--- src/rtl/knn_sdram_arbiter.sv ---
// knn_sdram_arbiter: shares the single KNN SDRAM master port between the
// loader (port 0) and the distance engine (port 1). One single-word command
// is outstanding at a time; ownership alternates round-robin unless the
// previous owner asked to keep it via its lock input.
module knn_sdram_arbiter #(
  parameter int W      = 16,
  parameter int ADDR_W = 25
) (
  input  logic              clk,
  input  logic              rst,
  input  logic              r0_req,
  input  logic              r0_we,
  input  logic              r0_lock,
  input  logic [ADDR_W-1:0] r0_addr,
  input  logic [W-1:0]      r0_wdata,
  output logic              r0_ack,
  output logic [W-1:0]      r0_rdata,
  input  logic              r1_req,
  input  logic              r1_we,
  input  logic              r1_lock,
  input  logic [ADDR_W-1:0] r1_addr,
  input  logic [W-1:0]      r1_wdata,
  output logic              r1_ack,
  output logic [W-1:0]      r1_rdata,
  output logic              mem_read,
  output logic              mem_write,
  output logic [ADDR_W-1:0] mem_address,
  output logic [W-1:0]      mem_writedata,
  input  logic [W-1:0]      mem_readdata,
  input  logic              mem_waitrequest,
  input  logic              mem_readdatavalid,
  output logic              grant,
  output logic              busy
);

  typedef enum logic [1:0] {IDLE, ISSUE, WAIT_RD, DONE} state_t;

  state_t            state;
  logic              last_owner;
  logic              lock_hold;
  logic              cmd_we;
  logic [1:0]        req;

  logic              pick;
  logic              sel_we;
  logic [ADDR_W-1:0] sel_addr;
  logic [W-1:0]      sel_wdata;

  assign req  = {r1_req, r0_req};
  assign busy = (state != IDLE);

  // Owner selection for the next IDLE decision, plus that owner's command fields.
  always_comb begin
    // NOTE: every output gets a default first so no path can infer a latch.
    pick = ~last_owner;
    if (lock_hold && req[last_owner]) begin
      pick = last_owner;
    end else if (req == 2'b01) begin
      pick = 1'b0;
    end else if (req == 2'b10) begin
      pick = 1'b1;
    end
    sel_we    = pick ? r1_we    : r0_we;
    sel_addr  = pick ? r1_addr  : r0_addr;
    sel_wdata = pick ? r1_wdata : r0_wdata;
  end

  // Transaction FSM with registered command, ack and read-data outputs.
  always_ff @(posedge clk or posedge rst) begin
    if (rst) begin
      state         <= IDLE;
      last_owner    <= 1'b1;   // port 0 wins the first contention
      lock_hold     <= 1'b0;
      cmd_we        <= 1'b0;
      grant         <= 1'b0;
      mem_read      <= 1'b0;
      mem_write     <= 1'b0;
      mem_address   <= '0;
      mem_writedata <= '0;
      r0_ack        <= 1'b0;
      r1_ack        <= 1'b0;
      r0_rdata      <= '0;
      r1_rdata      <= '0;
    end else begin
      // NOTE: non-blocking assignments so every register updates from pre-edge values.
      r0_ack <= 1'b0;
      r1_ack <= 1'b0;
      case (state)
        IDLE: begin
          // A lock only survives while its holder keeps requesting.
          if (!req[last_owner]) lock_hold <= 1'b0;
          if (req != 2'b00) begin
            grant         <= pick;
            cmd_we        <= sel_we;
            mem_write     <= sel_we;
            mem_read      <= ~sel_we;
            mem_address   <= sel_addr;
            mem_writedata <= sel_wdata;
            state         <= ISSUE;
          end
        end
        ISSUE: begin
          // Command stays untouched while the controller stalls.
          if (!mem_waitrequest) begin
            mem_read  <= 1'b0;
            mem_write <= 1'b0;
            if (cmd_we) begin
              r0_ack <= ~grant;
              r1_ack <= grant;
              state  <= DONE;
            end else begin
              state <= WAIT_RD;
            end
          end
        end
        WAIT_RD: begin
          if (mem_readdatavalid) begin
            if (grant) r1_rdata <= mem_readdata;
            else       r0_rdata <= mem_readdata;
            r0_ack <= ~grant;
            r1_ack <= grant;
            state  <= DONE;
          end
        end
        DONE: begin
          last_owner <= grant;
          lock_hold  <= grant ? r1_lock : r0_lock;
          state      <= IDLE;
        end
        default: state <= IDLE;
      endcase
    end
  end

endmodule

--- config.mk ---
export PLATFORM = sky130hd
export DESIGN_NAME = knn_sdram_arbiter
export DESIGN_NICKNAME = d
export VERILOG_FILES = /design/src/rtl/knn_sdram_arbiter.sv
export SDC_FILE = /design/constraint.sdc
export NUM_CORES = 1
export LEC_CHECK = 0
export ABC_AREA = 1
export CAP_MARGIN = 20
export CORE_ASPECT_RATIO = 0.5
export CORE_MARGIN = 2
export CORE_UTILIZATION = 38
export DETAILED_ROUTE_END_ITERATION = 8
export PLACE_DENSITY = 0.79
export SLEW_MARGIN = 20
export SYNTH_ARGS = -nofsm -noshare
export SYNTH_HDL_FRONTEND = slang
export SYNTH_SLANG_ARGS = --single-unit
--- constraint.sdc ---
create_clock -name clk -period 3.28 [get_ports clk]
set_input_delay 0.984 -clock clk [delete_from_list [all_inputs] [get_ports clk]]
set_output_delay 0.984 -clock clk [all_outputs]
set_load 0.1 [all_outputs]
==> parameters.txt, run 1 <==
Parameter                              Value

Logic synthesis
  Adder-Cell Fraction of Synth Area ... 0.0119
  Cell area after synthesis ... 4220 µm²
  Library cells used by synthesis ... 18
  Xor/xnor cell area share of the yosys netlist ... 0
  Combinational family with the most area after synthesis ... simple AND/OR/NAND/NOR gates
  Share of cell area taken by muxes after synthesis ... 0
  Number of synthesized flops with an enable pin ... 0
  Ranking of synthesized cells by instance count ... sky130_fd_sc_hd__nand3_1 (136), sky130_fd_sc_hd__nand2_1 (135), sky130_fd_sc_hd__inv_1 (110), sky130_fd_sc_hd__dfrtp_1 (82), sky130_fd_sc_hd__o21ai_0 (40)
  Yosys warning total ... 0
  Most instantiated library cell after synthesis ... sky130_fd_sc_hd__nand3_1
  FFs w/ async S/R, synth ... 1.00
  Post-synth top area share ... 0.486
  Cell types with the largest area share after synthesis ... sky130_fd_sc_hd__dfrtp_1 (49%), sky130_fd_sc_hd__nand3_1 (16%), sky130_fd_sc_hd__nand2_1 (12%)
  Biggest area consumer among synthesized cells ... sky130_fd_sc_hd__dfrtp_1
  Register area share after synthesis ... 0.492
  Number of nets in the synthesized netlist ... 669
  Average size of a mapped cell ... 7.58 µm²
  Most frequently used flop master after synthesis ... sky130_fd_sc_hd__dfrtp_1
  Gate Count Post-Synth ... 557
  Simple logic cell fraction of the synthesized area ... 0.294
  FF+latch count, synth ... 83
  Share of the synthesized area in compound gates (AO/OA/AOI/OAI) ... 0.0566

Finish
  Area added between synthesis and finish ... 49.2%
  Sequential cell area ... 2080 µm²
  Fin nets ... 845
  Area taken by multi-input logic gates ... 1530 µm²
  Share of layout cells above drive strength 1 ... 0.159
  Utilization after layout ... 0.577
  Number of fill cells in the layout ... 1000
  Diodes inserted ... 0

Timing
  Number of failing hold endpoints at the final stage ... 0
  Max-slew violation count ... 0
  Setup total negative slack ... 0 ns
  Final period demand of the worst path ... 2.53 ns
  Setup-violating endpoint count in the final report ... 0
  Crit share post-route ... 0.773
  Final worst setup slack ... 0.746 ns
  Headroom to the max-slew limit ... 0.656
  Max Freq ... 395 MHz
  Transition time at the pin with the least slew margin ... 0.515 ns
  Setup clock skew after layout ... 0.00676 ns
  Setup repair after global routing missed its margin ... false

Global routing
  Number of global-route vias before repair ... 4188
  Antenna violations before repair ... 0
  Wire length of the first global-routing pass ... 20.0 mm
  GR Overflow Total ... 0
  Global router's overall resource usage ... 0.206
  Pin count of the biggest net entering global routing ... 47

Setup path
  Most common cell on crit path ... sky130_fd_sc_hd__inv_1
  Capture point of the worst reg-to-reg path ... mem_address[19]
  Required @ worst endpoint ... 2.30 ns
  Classification of the worst setup path ... reg2out
  Slack of the worst reg-to-reg path ... 1.36 ns
  Arrival time of data at the critical path endpoint ... 1.55 ns
  Max stage delay on crit path ... 0.40 ns
  Kind of capture point of the worst setup path ... output pin
  Max stage delay cell, worst path ... sky130_fd_sc_hd__dfrtp_1
  CP startpoint kind ... register
  Worst reg2reg startpoint ... state[0]
  Maximum fanout encountered on the critical timing path ... 7
  Register-to-Register Path Depth ... 7
  Ordered cell list for the critical path ... inv_1 -> ha_1 -> inv_1 -> buf_4

Clock tree
  CTS tree ... built
  Master cell of the clock root buffer ... sky130_fd_sc_hd__clkbuf_16
  Num Clock Sinks ... 83
  Max Root-Sink Buffers ... 2
  Cts bufs inserted ... 9
  Buffer count from post-CTS setup fixing ... 0
  Reg clk slew, reported paths ... 0.06 ns
  Count of cells resized by post-cts repair ... 0
  Clock H-tree levels ... 3
  Source-to-sink clock delay at the later pin of the worst-skew pair ... 0.34 ns
  Hold buffer count at CTS ... 0

Hold path
  Worst Hold Launch ... mem_address[17]
  Hold Path Cell Cnt ... 2
  WHS Endpoint ... mem_address[17]
  Path type of the worst min-delay path ... reg2reg

Run
  Number of maximum-capacitance violations ... 0

Die
  Cell Rows ... 27
  Standard cell core area ... 10900 µm²
  Starting Density ... 0.387
  Horiz. Die Dim ... 153 µm
  Die footprint ... 12000 µm²
  Height of the chip ... 78.5 µm
  Boundary pin count ... 187

Detailed routing
  Pre-Repair DR Iteration Count ... 5
  Overall via count from detail_route ... 4270
  Antenna Violating Nets Remaining ... 0
  WL/cell ... 14.2 µm
  Final routed wirelength across all metal layers ... 12.5 mm
  Detailed router's first-iteration violation count ... 283
  Number of remaining DRC errors ... 0
  Avg Vias per Cell ... 4.84

Place
  Global placement routability congestion ... 0.807
  Pre-CTS setup slack ... 0.502 ns
  DP HPWL ... 8.96 mm
  Count of buffers inserted at the top-level ports ... 186

Outcome
  Run status ... finished clean
-- cell usage in the layout (no fill, tap or decap), drive strengths merged --
master / instances
nand2: 138
nor2: 4
dfrtp: 82
a21oi: 3
nand3: 138
clkinv: 3
o211ai: 1
clkbuf: 9
buf: 90
inv: 115
clkdlybuf4s50: 107
dfstp: 1
clkinvlp: 2
o21ai: 41
ha: 4
-- registers in the layout, indices dropped and copies added, names as in the netlist --
| name | cells |
|---|---|
| mem_write | 1 |
| r0_rdata | 16 |
| mem_writedata | 16 |
| lock_hold | 1 |
| r0_ack | 1 |
| grant | 1 |
| last_owner | 1 |
| state | 2 |
| cmd_we | 1 |
| mem_read | 1 |
| r1_ack | 1 |
| r1_rdata | 16 |
| mem_address | 25 |
-- cell type report --
type,count,area share
Sequential cell,83,0.330
Timing Repair Buffer,197,0.285
Clock inverter,7,0.00934
Multi-Input combinational cell,329,0.243
Inverter,113,0.0676
Tap cell,145,0.0288
Clock buffer,9,0.0358
-- routing by layer --
metal | routed length (µm) | up-vias | track usage
met5 | 0 | - | 0
met4 | 416 | 0 | 0.0972
met3 | 711 | 41 | 0.0547
met2 | 6240 | 159 | 0.347
met1 | 5170 | 1987 | 0.249
li1 | - | 2083 | -
-- critical path, delay by kind of cell (launching register included) --
family     cells  cell delay [ns]
buf+inv        3             0.45
flops          1             0.40
fa+ha+maj      1             0.37
-- kinds of logic (layout without fill, tap and decap cells) --
logic type	count (synthesis)	after routing
AND/OR/NAND/NOR	280	280
buffers and inverters	145	326
adder cells (fa/ha/maj)	4	4
flip-flops	83	83
AO/OA/AOI/OAI	45	45
-- through the flow --
stage	hold WS (ns)	std cells	instance area, µm²
2_1_floorplan	0.449	557	4220
3_3_place_gp	0.465	867	6010
3_5_place_dp	0.467	867	6010
4_1_cts	0.484	883	6300
5_1_grt	0.502	883	6300
6_report	0.483	883	6300
-- worst max path at each step --
stage	start	to	slack [ns]	depth (start not counted)
finish	state[0]	busy	0.75	4
global route	state[0]	busy	0.67	4
CTS	state[0]	busy	0.72	4
detailed placement	r1_req	grant	0.50	6
global placement	r1_req	grant	0.58	6
floorplan	rst	cmd_we	0.16	1
Power of run 1 is left out: the tool's default activity adds up to more than one toggle a clock period on the data nets, which glitch-free logic cannot reach.
==> run 2, diff against run 1 <==
--- a/config.mk
+++ b/config.mk
@@ -9,9 +9,9 @@
 export CAP_MARGIN = 20
 export CORE_ASPECT_RATIO = 0.5
 export CORE_MARGIN = 2
-export CORE_UTILIZATION = 38
+export CORE_UTILIZATION = 42
 export DETAILED_ROUTE_END_ITERATION = 8
-export PLACE_DENSITY = 0.79
+export PLACE_DENSITY = 0.82
 export SLEW_MARGIN = 20
 export SYNTH_ARGS = -nofsm -noshare
 export SYNTH_HDL_FRONTEND = slang
==> constraint.sdc (replaced) <==
create_clock -name clk -period 2.5 [get_ports clk]
set_input_delay 0.75 -clock clk [delete_from_list [all_inputs] [get_ports clk]]
set_output_delay 0.75 -clock clk [all_outputs]
set_load 0.1 [all_outputs]
==> run 2 against run 1 <==
Count of clock-buffer cells in the layout is the same. Highest routed layer unchanged. Via count stayed put. Clock skew rose by 0.00060 ns. Non-clock buffer count up 5. Routed wire length down 3.2%. Design area grew 0.76%. Critical path depth stayed put. Hold slack improved by 0.00064 ns. Global-route usage grew 2.0 points.
==> parameters.txt, run 2 (synthesized netlist as in run 1, its figures left out) <==
Parameter                              Value

Finish
  Area added between synthesis and finish ... 50.3%
  Commonest cells after routing, fill and taps aside ... sky130_fd_sc_hd__nand3_1 (136), sky130_fd_sc_hd__nand2_1 (135), sky130_fd_sc_hd__inv_1 (109), sky130_fd_sc_hd__clkdlybuf4s50_1 (107), sky130_fd_sc_hd__buf_4 (91)
  Final cell count without fillers ... 878
  Diodes inserted ... 0
  Flip-flop count of the largest register after layout ... 25
  Top register by number of flip-flops ... mem_address
  Final cell area excluding filler cells ... 6340 µm²
  Most frequent standard cell in the layout excluding fill and tap cells ... sky130_fd_sc_hd__nand3_1
  Share of layout cells above drive strength 1 ... 0.164
  Fin nets ... 850

Clock tree
  Buffer count from post-CTS setup fixing ... 0
  Max Root-Sink Buffers ... 2
  Num Clock Sinks ... 83
  Reg clk slew, reported paths ... 0.07 ns
  Hold buffer count at CTS ... 0
  Cts bufs inserted ... 9
  CTS tree ... built
  Source-to-sink clock delay at the later pin of the worst-skew pair ... 0.34 ns
  Master cell of the clock root buffer ... sky130_fd_sc_hd__clkbuf_16
  Clock H-tree levels ... 3
  Count of cells resized by post-cts repair ... 0

Global routing
  Wire length of the first global-routing pass ... 19.7 mm
  Global router's overall resource usage ... 0.226
  GR Overflow Total ... 0
  Antenna violations before repair ... 0
  Pin count of the biggest net entering global routing ... 84
  Number of global-route vias before repair ... 4160

Setup path
  Maximum fanout encountered on the critical timing path ... 7
  Kind of capture point of the worst setup path ... output pin
  CP startpoint kind ... register
  Most common cell on crit path ... sky130_fd_sc_hd__inv_1
  Capture point of the worst reg-to-reg path ... mem_address[7]
  Worst reg2reg startpoint ... state[0]
  Register-to-Register Path Depth ... 6
  Buffers and inverters on the worst path ... 3
  Max stage delay cell, worst path ... sky130_fd_sc_hd__dfrtp_1
  Required @ worst endpoint ... 1.75 ns
  Ordered cell list for the critical path ... inv_1 -> ha_1 -> inv_1 -> buf_12
  Startpoint of the most critical setup path ... state[0]
  Critical path destination ... busy
  Arrival time of data at the critical path endpoint ... 1.57 ns
  Worst path top cell family by delay ... buffers and inverters
  Slack of the worst reg-to-reg path ... 0.54 ns
  Worst path depth ... 4
  Classification of the worst setup path ... reg2out
  Max stage delay on crit path ... 0.40 ns

Detailed routing
  Overall via count from detail_route ... 4270
  WL/cell ... 13.8 µm
  Detailed router's first-iteration violation count ... 284
  Final routed wirelength across all metal layers ... 12.1 mm
  Antenna Violating Nets Remaining ... 0
  Number of remaining DRC errors ... 0
  Pre-Repair DR Iteration Count ... 5
  Avg Vias per Cell ... 4.86

Die
  Die footprint ... 10900 µm²
  Starting Density ... 0.439
  Horiz. Die Dim ... 146 µm
  Standard cell core area ... 9600 µm²
  Boundary pin count ... 187
  Height of the chip ... 74.9 µm
  Cell Rows ... 25

Timing
  Final worst setup slack ... 0.175 ns
  Setup total negative slack ... 0 ns
  Number of failing hold endpoints at the final stage ... 0
  Setup-violating endpoint count in the final report ... 0
  Setup clock skew after layout ... 0.00736 ns
  Final period demand of the worst path ... 2.32 ns
  Max-slew violation count ... 0
  Max Freq ... 430 MHz
  Transition time at the pin with the least slew margin ... 0.751 ns
  Headroom to the max-slew limit ... 0.498
  Crit share post-route ... 0.930
  Setup repair after global routing missed its margin ... false

Run
  Number of maximum-capacitance violations ... 0

Place
  Count of placed standard cells including taps ... 862
  Count of buffers inserted at the top-level ports ... 186
  DP HPWL ... 8.76 mm
  Placed inst area ... 6040 µm²
  Global placement routability congestion ... 0.790
  Pre-CTS setup slack ... 0.0974 ns

Outcome
  Run status ... finished clean

Hold path
  Path type of the worst min-delay path ... reg2reg
## run 2: cell types whose count changed in the layout (fill, tap and decap cells not counted), sizes merged
cell      previous run  this run
buf                 90        95
inv                115       117
clkinv               3         2
clkinvlp             2         1
## run 2: tightest hold or removal path, stage by stage (launching register included)
cell                      delay [ns]
sky130_fd_sc_hd__dfrtp_1        0.34
sky130_fd_sc_hd__nand2_1        0.05
sky130_fd_sc_hd__nand2_1        0.06
## run 2: final cells by class
type                            instances  area (µm²)
Timing Repair Buffer                  202        1830
Inverter                              113         428
Clock buffer                            9         225
Clock inverter                          7        78.8
Fill cell                             798        3260
Multi-Input combinational cell        329        1530
Sequential cell                        83        2080
Tap cell                              135         169
## run 2: metal layers
layer	global-route usage	vias up	wire length (µm)
met1	0.263	1990	4820
met5	0	-	0
met2	0.408	151	6190
met3	0.0503	42	669
met4	0.115	0	453
li1	-	2087	-
## run 2: worst min path at each step
| stage | start | to | cells past startpoint |
|---|---|---|---|
| floorplan | cmd_we | cmd_we | 2 |
| global placement | mem_address[23] | mem_address[23] | 2 |
| detailed placement | mem_address[10] | mem_address[10] | 2 |
| CTS | mem_address[3] | mem_address[3] | 2 |
| global route | mem_address[3] | mem_address[3] | 2 |
| finish | mem_address[3] | mem_address[3] | 2 |
## run 2: per-stage QoR
| stage | util | hold WS [ns] |
|---|---|---|
| after detailed placement | 0.629 | 0.471 |
| after global routing | 0.661 | 0.501 |
| after CTS | 0.661 | 0.487 |
| final | 0.661 | 0.483 |
| after floorplan | - | 0.449 |
| after global placement | 0.629 | 0.464 |
Power of run 2 is left out for the same reason.
